File: src/rtl/freq_meter.sv
// ============================================================================
// Module   : freq_meter
// Purpose  : Counts edges of a slow asynchronous signal over a fixed gate
//            window and latches the result onto the LEDs with a valid strobe.
//            Optional macro FREQ_METER_BOTH_EDGES_EN counts both edges.
// Revision : 1.0 - initial release
// ============================================================================
`default_nettype none

module freq_meter #(
    parameter int GATE_CYCLES = 100000000,
    parameter int WIDTH       = 16
) (
    input  logic             clk,
    input  logic             rst_n,
    input  logic             sig_in,
    output logic [WIDTH-1:0] led,
    output logic             valid,
    output logic             ovf
);

    localparam int                    c_timer_w = $clog2(GATE_CYCLES);
    localparam logic [c_timer_w-1:0]  c_last    = c_timer_w'(GATE_CYCLES - 1);
    localparam logic [WIDTH-1:0]      c_max     = '1;

    typedef enum logic [0:0] {
        ST_SETTLE = 1'b0,
        ST_GATE   = 1'b1
    } state_t;

    state_t                 state_q, state_d;
    logic                   s1_q, s1_d;
    logic                   s2_q, s2_d;
    logic                   s3_q, s3_d;
    logic [1:0]             settle_q, settle_d;
    logic [c_timer_w-1:0]   timer_q, timer_d;
    logic [WIDTH-1:0]       cnt_q, cnt_d;
    logic                   sat_q, sat_d;
    logic [WIDTH-1:0]       led_q, led_d;
    logic                   valid_q, valid_d;
    logic                   ovf_q, ovf_d;

    logic                   w_edge;
    logic                   w_sat_now;
    logic [WIDTH-1:0]       w_cnt_inc;

    always_comb begin
`ifdef FREQ_METER_BOTH_EDGES_EN
        w_edge    = s2_q ^ s3_q;
`else
        w_edge    = s2_q & ~s3_q;
`endif
        w_sat_now = w_edge && (cnt_q == c_max);
        w_cnt_inc = w_sat_now ? cnt_q : cnt_q + WIDTH'(w_edge);

        s1_d     = sig_in;
        s2_d     = s1_q;
        s3_d     = s2_q;
        state_d  = state_q;
        settle_d = settle_q;
        timer_d  = timer_q;
        cnt_d    = cnt_q;
        sat_d    = sat_q;
        led_d    = led_q;
        ovf_d    = ovf_q;
        valid_d  = 1'b0;

        case (state_q)
            // Masks the false edge a high input produces when the sync chain leaves reset.
            ST_SETTLE: begin
                timer_d = '0;
                if (settle_q == 2'd2) begin
                    state_d = ST_GATE;
                end else begin
                    settle_d = settle_q + 2'd1;
                end
            end
            ST_GATE: begin
                if (timer_q == c_last) begin
                    led_d   = w_cnt_inc;
                    ovf_d   = sat_q | w_sat_now;
                    valid_d = 1'b1;
                    cnt_d   = '0;
                    sat_d   = 1'b0;
                    timer_d = '0;
                end else begin
                    cnt_d   = w_cnt_inc;
                    sat_d   = sat_q | w_sat_now;
                    timer_d = timer_q + c_timer_w'(1);
                end
            end
            default: state_d = ST_SETTLE;
        endcase
    end

    always_ff @(posedge clk) begin
        if (!rst_n) begin
            state_q  <= ST_SETTLE;
            s1_q     <= 1'b0;
            s2_q     <= 1'b0;
            s3_q     <= 1'b0;
            settle_q <= 2'd0;
            timer_q  <= '0;
            cnt_q    <= '0;
            sat_q    <= 1'b0;
            led_q    <= '0;
            valid_q  <= 1'b0;
            ovf_q    <= 1'b0;
        end else begin
            state_q  <= state_d;
            s1_q     <= s1_d;
            s2_q     <= s2_d;
            s3_q     <= s3_d;
            settle_q <= settle_d;
            timer_q  <= timer_d;
            cnt_q    <= cnt_d;
            sat_q    <= sat_d;
            led_q    <= led_d;
            valid_q  <= valid_d;
            ovf_q    <= ovf_d;
        end
    end

    assign led   = led_q;
    assign valid = valid_q;
    assign ovf   = ovf_q;

endmodule

`default_nettype wire

File: config.mk
export PLATFORM = sky130hd
export DESIGN_NAME = freq_meter
export DESIGN_NICKNAME = d
export VERILOG_FILES = /design/src/rtl/freq_meter.sv
export SDC_FILE = /design/constraint.sdc
export NUM_CORES = 1
export LEC_CHECK = 0
export ABC_AREA = 1
export CORE_MARGIN = 2
export CORE_UTILIZATION = 25
export CTS_BUF_LIST = sky130_fd_sc_hd__clkbuf_8
export DETAILED_ROUTE_END_ITERATION = 8
export PLACE_DENSITY = 0.37
export SETUP_SLACK_MARGIN = 0.2
export SLEW_MARGIN = 5
export SYNTH_ARGS = -nofsm -noshare
export SYNTH_HDL_FRONTEND = slang
export SYNTH_SLANG_ARGS = --single-unit
File: constraint.sdc
create_clock -name clk -period 4.5 [get_ports clk]
set_clock_uncertainty 0.1 [all_clocks]
set_input_delay 0.675 -clock clk [delete_from_list [all_inputs] [get_ports clk]]
set_output_delay 0.675 -clock clk [all_outputs]
set_load 0.02 [all_outputs]
# [Word-level counts from Yosys, hierarchy flattened]
# Cells that the tools add are included.
[word_totals] output_inout_bits=18 reg_bits=68 elab_cells=34 in_bits=3
[op_classes] addsub=3 bitwise_logic=5 eq_ne=3 mux=8 n_reduce_logical=4
[op_table] op="case mux 27 bit (2 select lines)" count=1
[op_table] op="two-way mux 16 bit" count=2
[op_table] op="adder 27 x 1 -> 27 bit, second input constant" count=1
[op_table] op="== test 27 bit, second input constant" count=1
[op_table] op="two-way mux 27 bit" count=1
[op_table] op="adder 16 x 1 -> 16 bit" count=1
[op_table] op="== test 16 bit, second input constant" count=1
[op_table] op="AND reduction 2 bit" count=3
[op_table] op="two-way mux 1 bit" count=4
[op_table] op="NOT 1 bit" count=3
[op_table] op="adder 2 x 1 -> 2 bit, second input constant" count=1
[op_table] op="== test 2 bit, second input constant" count=1
[op_table] op="bitwise AND 1 bit" count=1
[op_table] op="logical AND 1 bit" count=1
[op_table] op="bitwise OR 1 bit" count=1

# [Longest topological paths before layout]
[logic_depth] depth_word=5 mapped_depth=13 depth_no_buf=13

# [Worst setup path before layout]
# Ideal clock, no wire load.
[synth_path] path_kind="reg-to-reg" start="register s2_q" end="register led_q[14], in the netlist led[14]" required_ps=4287 path_stages_with_launch=12 slack_ps=2788 period_less_slack_ps=1712 setup_ps=113 arrival_time_ps=1499 n_path_buf=0 path_cell_list="dfxtp_1 -> nand2_1 -> inv_1 -> ha_1 -> ha_1 -> nand3_1 -> nor2_1 -> nand3_1 -> nand2_1 -> nand3_1 -> nor2_1 -> nor2_1"
[synth_between] elab_chain_len=3 word_cells_on_any_way=4 cone_classes="add/sub (1); mux (1); bitwise (1); reduce/logical (1)"
[synth_rtl] element="start: declaration" line="33" source="logic s2_q, s2_d;"
[synth_rtl] element="start signal: assignment" line="100" source="s2_q <= 1'b0;"
[synth_rtl] element="start signal: assignment" line="112" source="s2_q <= s2_d;"
[synth_rtl] element="bitwise AND 1 bit (*)" line="51" source="w_edge = s2_q & ~s3_q;"
[synth_rtl] element="adder 16 x 1 -> 16 bit or logical AND 1 bit (tied branches)" line="54, 53"
[synth_rtl] element="two-way mux 16 bit (*)" line="54" source="w_cnt_inc = w_sat_now ? cnt_q : cnt_q + WIDTH'(w_edge);"
[synth_rtl] element="end signal: assignment" line="118" source="led_q <= led_d;"
[synth_rtl] element="end: declaration" line="39" source="logic [WIDTH-1:0] led_q, led_d;"
# Every way passes the cells marked *; elsewhere a longest branch is shown, timed or not.
# A chain may end at the register's enable or synchronous reset.

# [Worst setup path after layout]
# Ends and elaborated chain as after synthesis.

==> impl_metrics.csv <==
group,metric,value,unit
floorplanning,total_die_area,0.0148,mm²
global_route,first_pass_grt_wire_length,14500,µm
worst_setup_path,end_kind,"flop",
yosys,synth_top_area_share,39.2,%
min_path,hold_path_end,"s2_q",
min_path,hold_start,"s1_q",
timing,worst_slew_pin_tran,0.563,ns
worst_setup_path,cp_data_arrival_time,2.30,ns
clocking,cts_setup_buffers,0,
placement,io_buffers,20,
floorplanning,starting_utilization_of_the_core_area,25.3,%
cells_and_area,layout-drive-gt1-share,6.61,%
timing,tns,0,ns
yosys,postSynthAreaPerCell,6.52,µm²
detailed_routing,drt_iter0_markers,137,
worst_setup_path,timing.rr.end,"led[14]",
detailed_routing,num_vias,3097,
global_route,global_route.overflow_total,0,
timing,max_freq,463,MHz
clocking,numCtsBuffers,9,
timing,unrepaired_setup_endpoints_after_global_routing,"no",
clocking,cts_repair_resize_count,0,
clocking,clock_tree_from_tritoncts,"done",
yosys,synthesis.instances,532,
pwr,total_leakage_power,0.00156,µW
cells_and_area,most-common-layout-cells,"nand2_1 (181), nor2_1 (101), dfxtp_1 (68)",
clocking,cts_hold_buffers,0,
worst_setup_path,critical_path_peak_fanout,5,
clocking,worst_setup_hold_path_clk_slew,0.07,ns
placement,dp_hpwl,6190,µm
detailed_routing,drt-vias-per-instance,4.19,
floorplanning,die-height,122,µm
cells_and_area,seq_area,0.00136,mm²
yosys,netlist.top_cell.by_area,"dfxtp_1",
global_route,gr-usage-all-layers,12.6,%
clocking,cts_max_level,3,
floorplanning,top_level_ports,21,
detailed_routing,remaining_drc_errors,0,
detailed_routing,ant_nets,0,
placement,detailed_place.area,0.00382,mm²
timing,setup_viol_count_final,0,
yosys,combinational_family_with_the_most_area_after_synthesis,"simple AND/OR/NAND/NOR gates",
yosys,synthArstFlopShare,0,%
run,drv.max_cap_violation_count,0,
cells_and_area,design.final.nets,563,
yosys,synth_xor_xnor_area_share,3.53,%
yosys,synth.area.top_cells,"dfxtp_1 (39%), nand2_1 (20%), nor2_1 (11%)",
placement,placement.setup.worst_slack,1.92,ns
placement,finalWeightedCongestion,0.778,
floorplanning,die-width,122,µm
detailed_routing,firstDrtPassIters,4,
yosys,ys_seq_area_share,39.2,%
min_path,worstHoldPathCells,2,
yosys,synth-adder-area-share,1.44,%
clocking,worst_skew_pair.late_latency,0.35,ns
floorplanning,rows,43,
global_route,grt_pass1_vias,2968,
timing,final_max_slew_viol_count,0,
yosys,synth_edf_count,0,
yosys,synthSimpleGateAreaFrac,41.8,%
cells_and_area,layout.cells.most_common,"nand2_1",
yosys,syn_nets,539,
worst_setup_path,worstSetupPathType,"flop to flop",
worst_setup_path,cp.required,4.64,ns
cells_and_area,final_core_util,29.2,%
pwr,vdd_ir_drop_max,0.174,mV
cells_and_area,num-fill-cells,1550,
timing,finalCriticalPeriod,2.16,ns
min_path,timing.hold.worst.class,"flop to flop",
clocking,cts_max_path_buffers,2,
pwr,power-per-cell-area,295,mW/mm²
worst_setup_path,r2r-start,"s2_q",
timing,hold_ws,0.325,ns
yosys,synthMuxAreaShare,0,%
timing,final-hold-violation-count,0,
timing,finalWorstSetupSlack,2.34,ns
yosys,synth-main-ff-cell,"dfxtp_1",
cells_and_area,finish.instance_area,0.00401,mm²
clocking,cts.sink_count,68,
worst_setup_path,setup.reg_to_reg.worst_slack,2.34,ns
detailed_routing,wl_per_cell,11.5,µm
cells_and_area,antennaDiodeCount,0,
global_route,grt_antenna_before_repair,0,
worst_setup_path,rr_worst_depth,11,
worst_setup_path,start_kind,"flop",
timing,fin_crit_sh,48.0,%
detailed_routing,detail_route.wirelength,8540,µm
status,outcome,"finished, final reports clean",
floorplanning,coreArea,0.0137,mm²
clocking,ctsRootBufferMaster,"clkbuf_8",
yosys,synth_compound_area_share,4.43,%
global_route,grt_max_degree,37,
yosys,synth_warnings,0,
yosys,synth.ff_latch_count,68,
yosys,syn_area,0.00347,mm²
timing,maxSlewHeadroom,62.4,%
cells_and_area,layout-area-overhead-vs-synth,15.5,%
yosys,yosys.cell_types.count,29,
cells_and_area,multi_input_area,0.00178,mm²
==> synthesized netlist by cell type (3+ instances only) <==
cell type    n
nand3b_1     3
xor2_1      10
nor3_1       8
nand3_1     34
ha_1         4
nand2_2      3
dfxtp_1     68
o21ai_0      5
xnor2_1      4
nand2_1    181
inv_1       60
buf_6        4
inv_2        3
o21bai_1     3
a21oi_1     12
or2_2        6
nor2_1     101
nand4_1      7
==> state kept, by name, summed over array words and instances, names as in the netlist <==
name,flops
ovf,1
led,16
sat_q,1
s3_q,1
state_q,1
settle_q,2
s1_q,1
cnt_q,16
s2_q,1
timer_q,27
valid,1
==> worst max-delay path: stages, from the launching register on <==
cell	delay [ns]
dfxtp_1	0.34
nand2_1	0.10
inv_1	0.08
ha_1	0.19
ha_1	0.18
nand3_1	0.21
nor2_1	0.35
nand3_1	0.12
nand2_1	0.08
nand3_1	0.11
nor2_1	0.13
nor2_1	0.06
==> logic make-up after synthesis <==
| logic type | after synthesis |
|---|---|
| flip-flops | 68 |
| buffers and inverters | 73 |
| adder cells (fa/ha/maj) | 4 |
| AND/OR/NAND/NOR | 349 |
| AO/OA/AOI/OAI | 24 |
| XOR/XNOR | 14 |
==> area by class of cell <==
| type | instances | share of cell area (%) |
|---|---|---|
| Multi-Input combinational cell | 391 | 44.3 |
| Timing Repair Buffer | 23 | 5.55 |
| Inverter | 63 | 5.90 |
| Clock buffer | 13 | 4.46 |
| Sequential cell | 68 | 33.9 |
| Tap cell | 180 | 5.62 |
| Clock inverter | 2 | 0.218 |
==> stage by stage <==
step | cells | total power, µW
5_1_grt | 740 | 1250
3_5_place_dp | 725 | 716
2_1_floorplan | 532 | 694
3_3_place_gp | 725 | 714
4_1_cts | 740 | 1220
6_report | 740 | 1180
==> worst max path at each step <==
stage               start           to  slack [ns]  cells past startpoint
2_1_floorplan        s2_q      led[14]        2.79                     11
3_3_place_gp        rst_n  timer_q[25]        1.99                      7
3_5_place_dp        rst_n  timer_q[19]        1.92                      7
4_1_cts        timer_q[0]  timer_q[20]        2.31                      9
5_1_grt              s2_q      led[14]        2.07                     11
6_report             s2_q      led[14]        2.34                     11
==> power by group <==
group / switching (µW) / total, µW / internal [µW]
Sequential: 11.5 / 626 / 615
Combinational: 50.4 / 73.3 / 23.0
Clock: 228 / 482 / 255
==> per-layer routing <==
metal	vias to the layer above	part of all wire [%]	track usage [%]
li1	1678	-	-
met1	1375	47	15.1
met2	35	48	21.0
met3	9	3.5	4.59
met4	0	1.7	4.09
met5	-	0	0
Note: power is estimated with default switching activity, not from simulation.
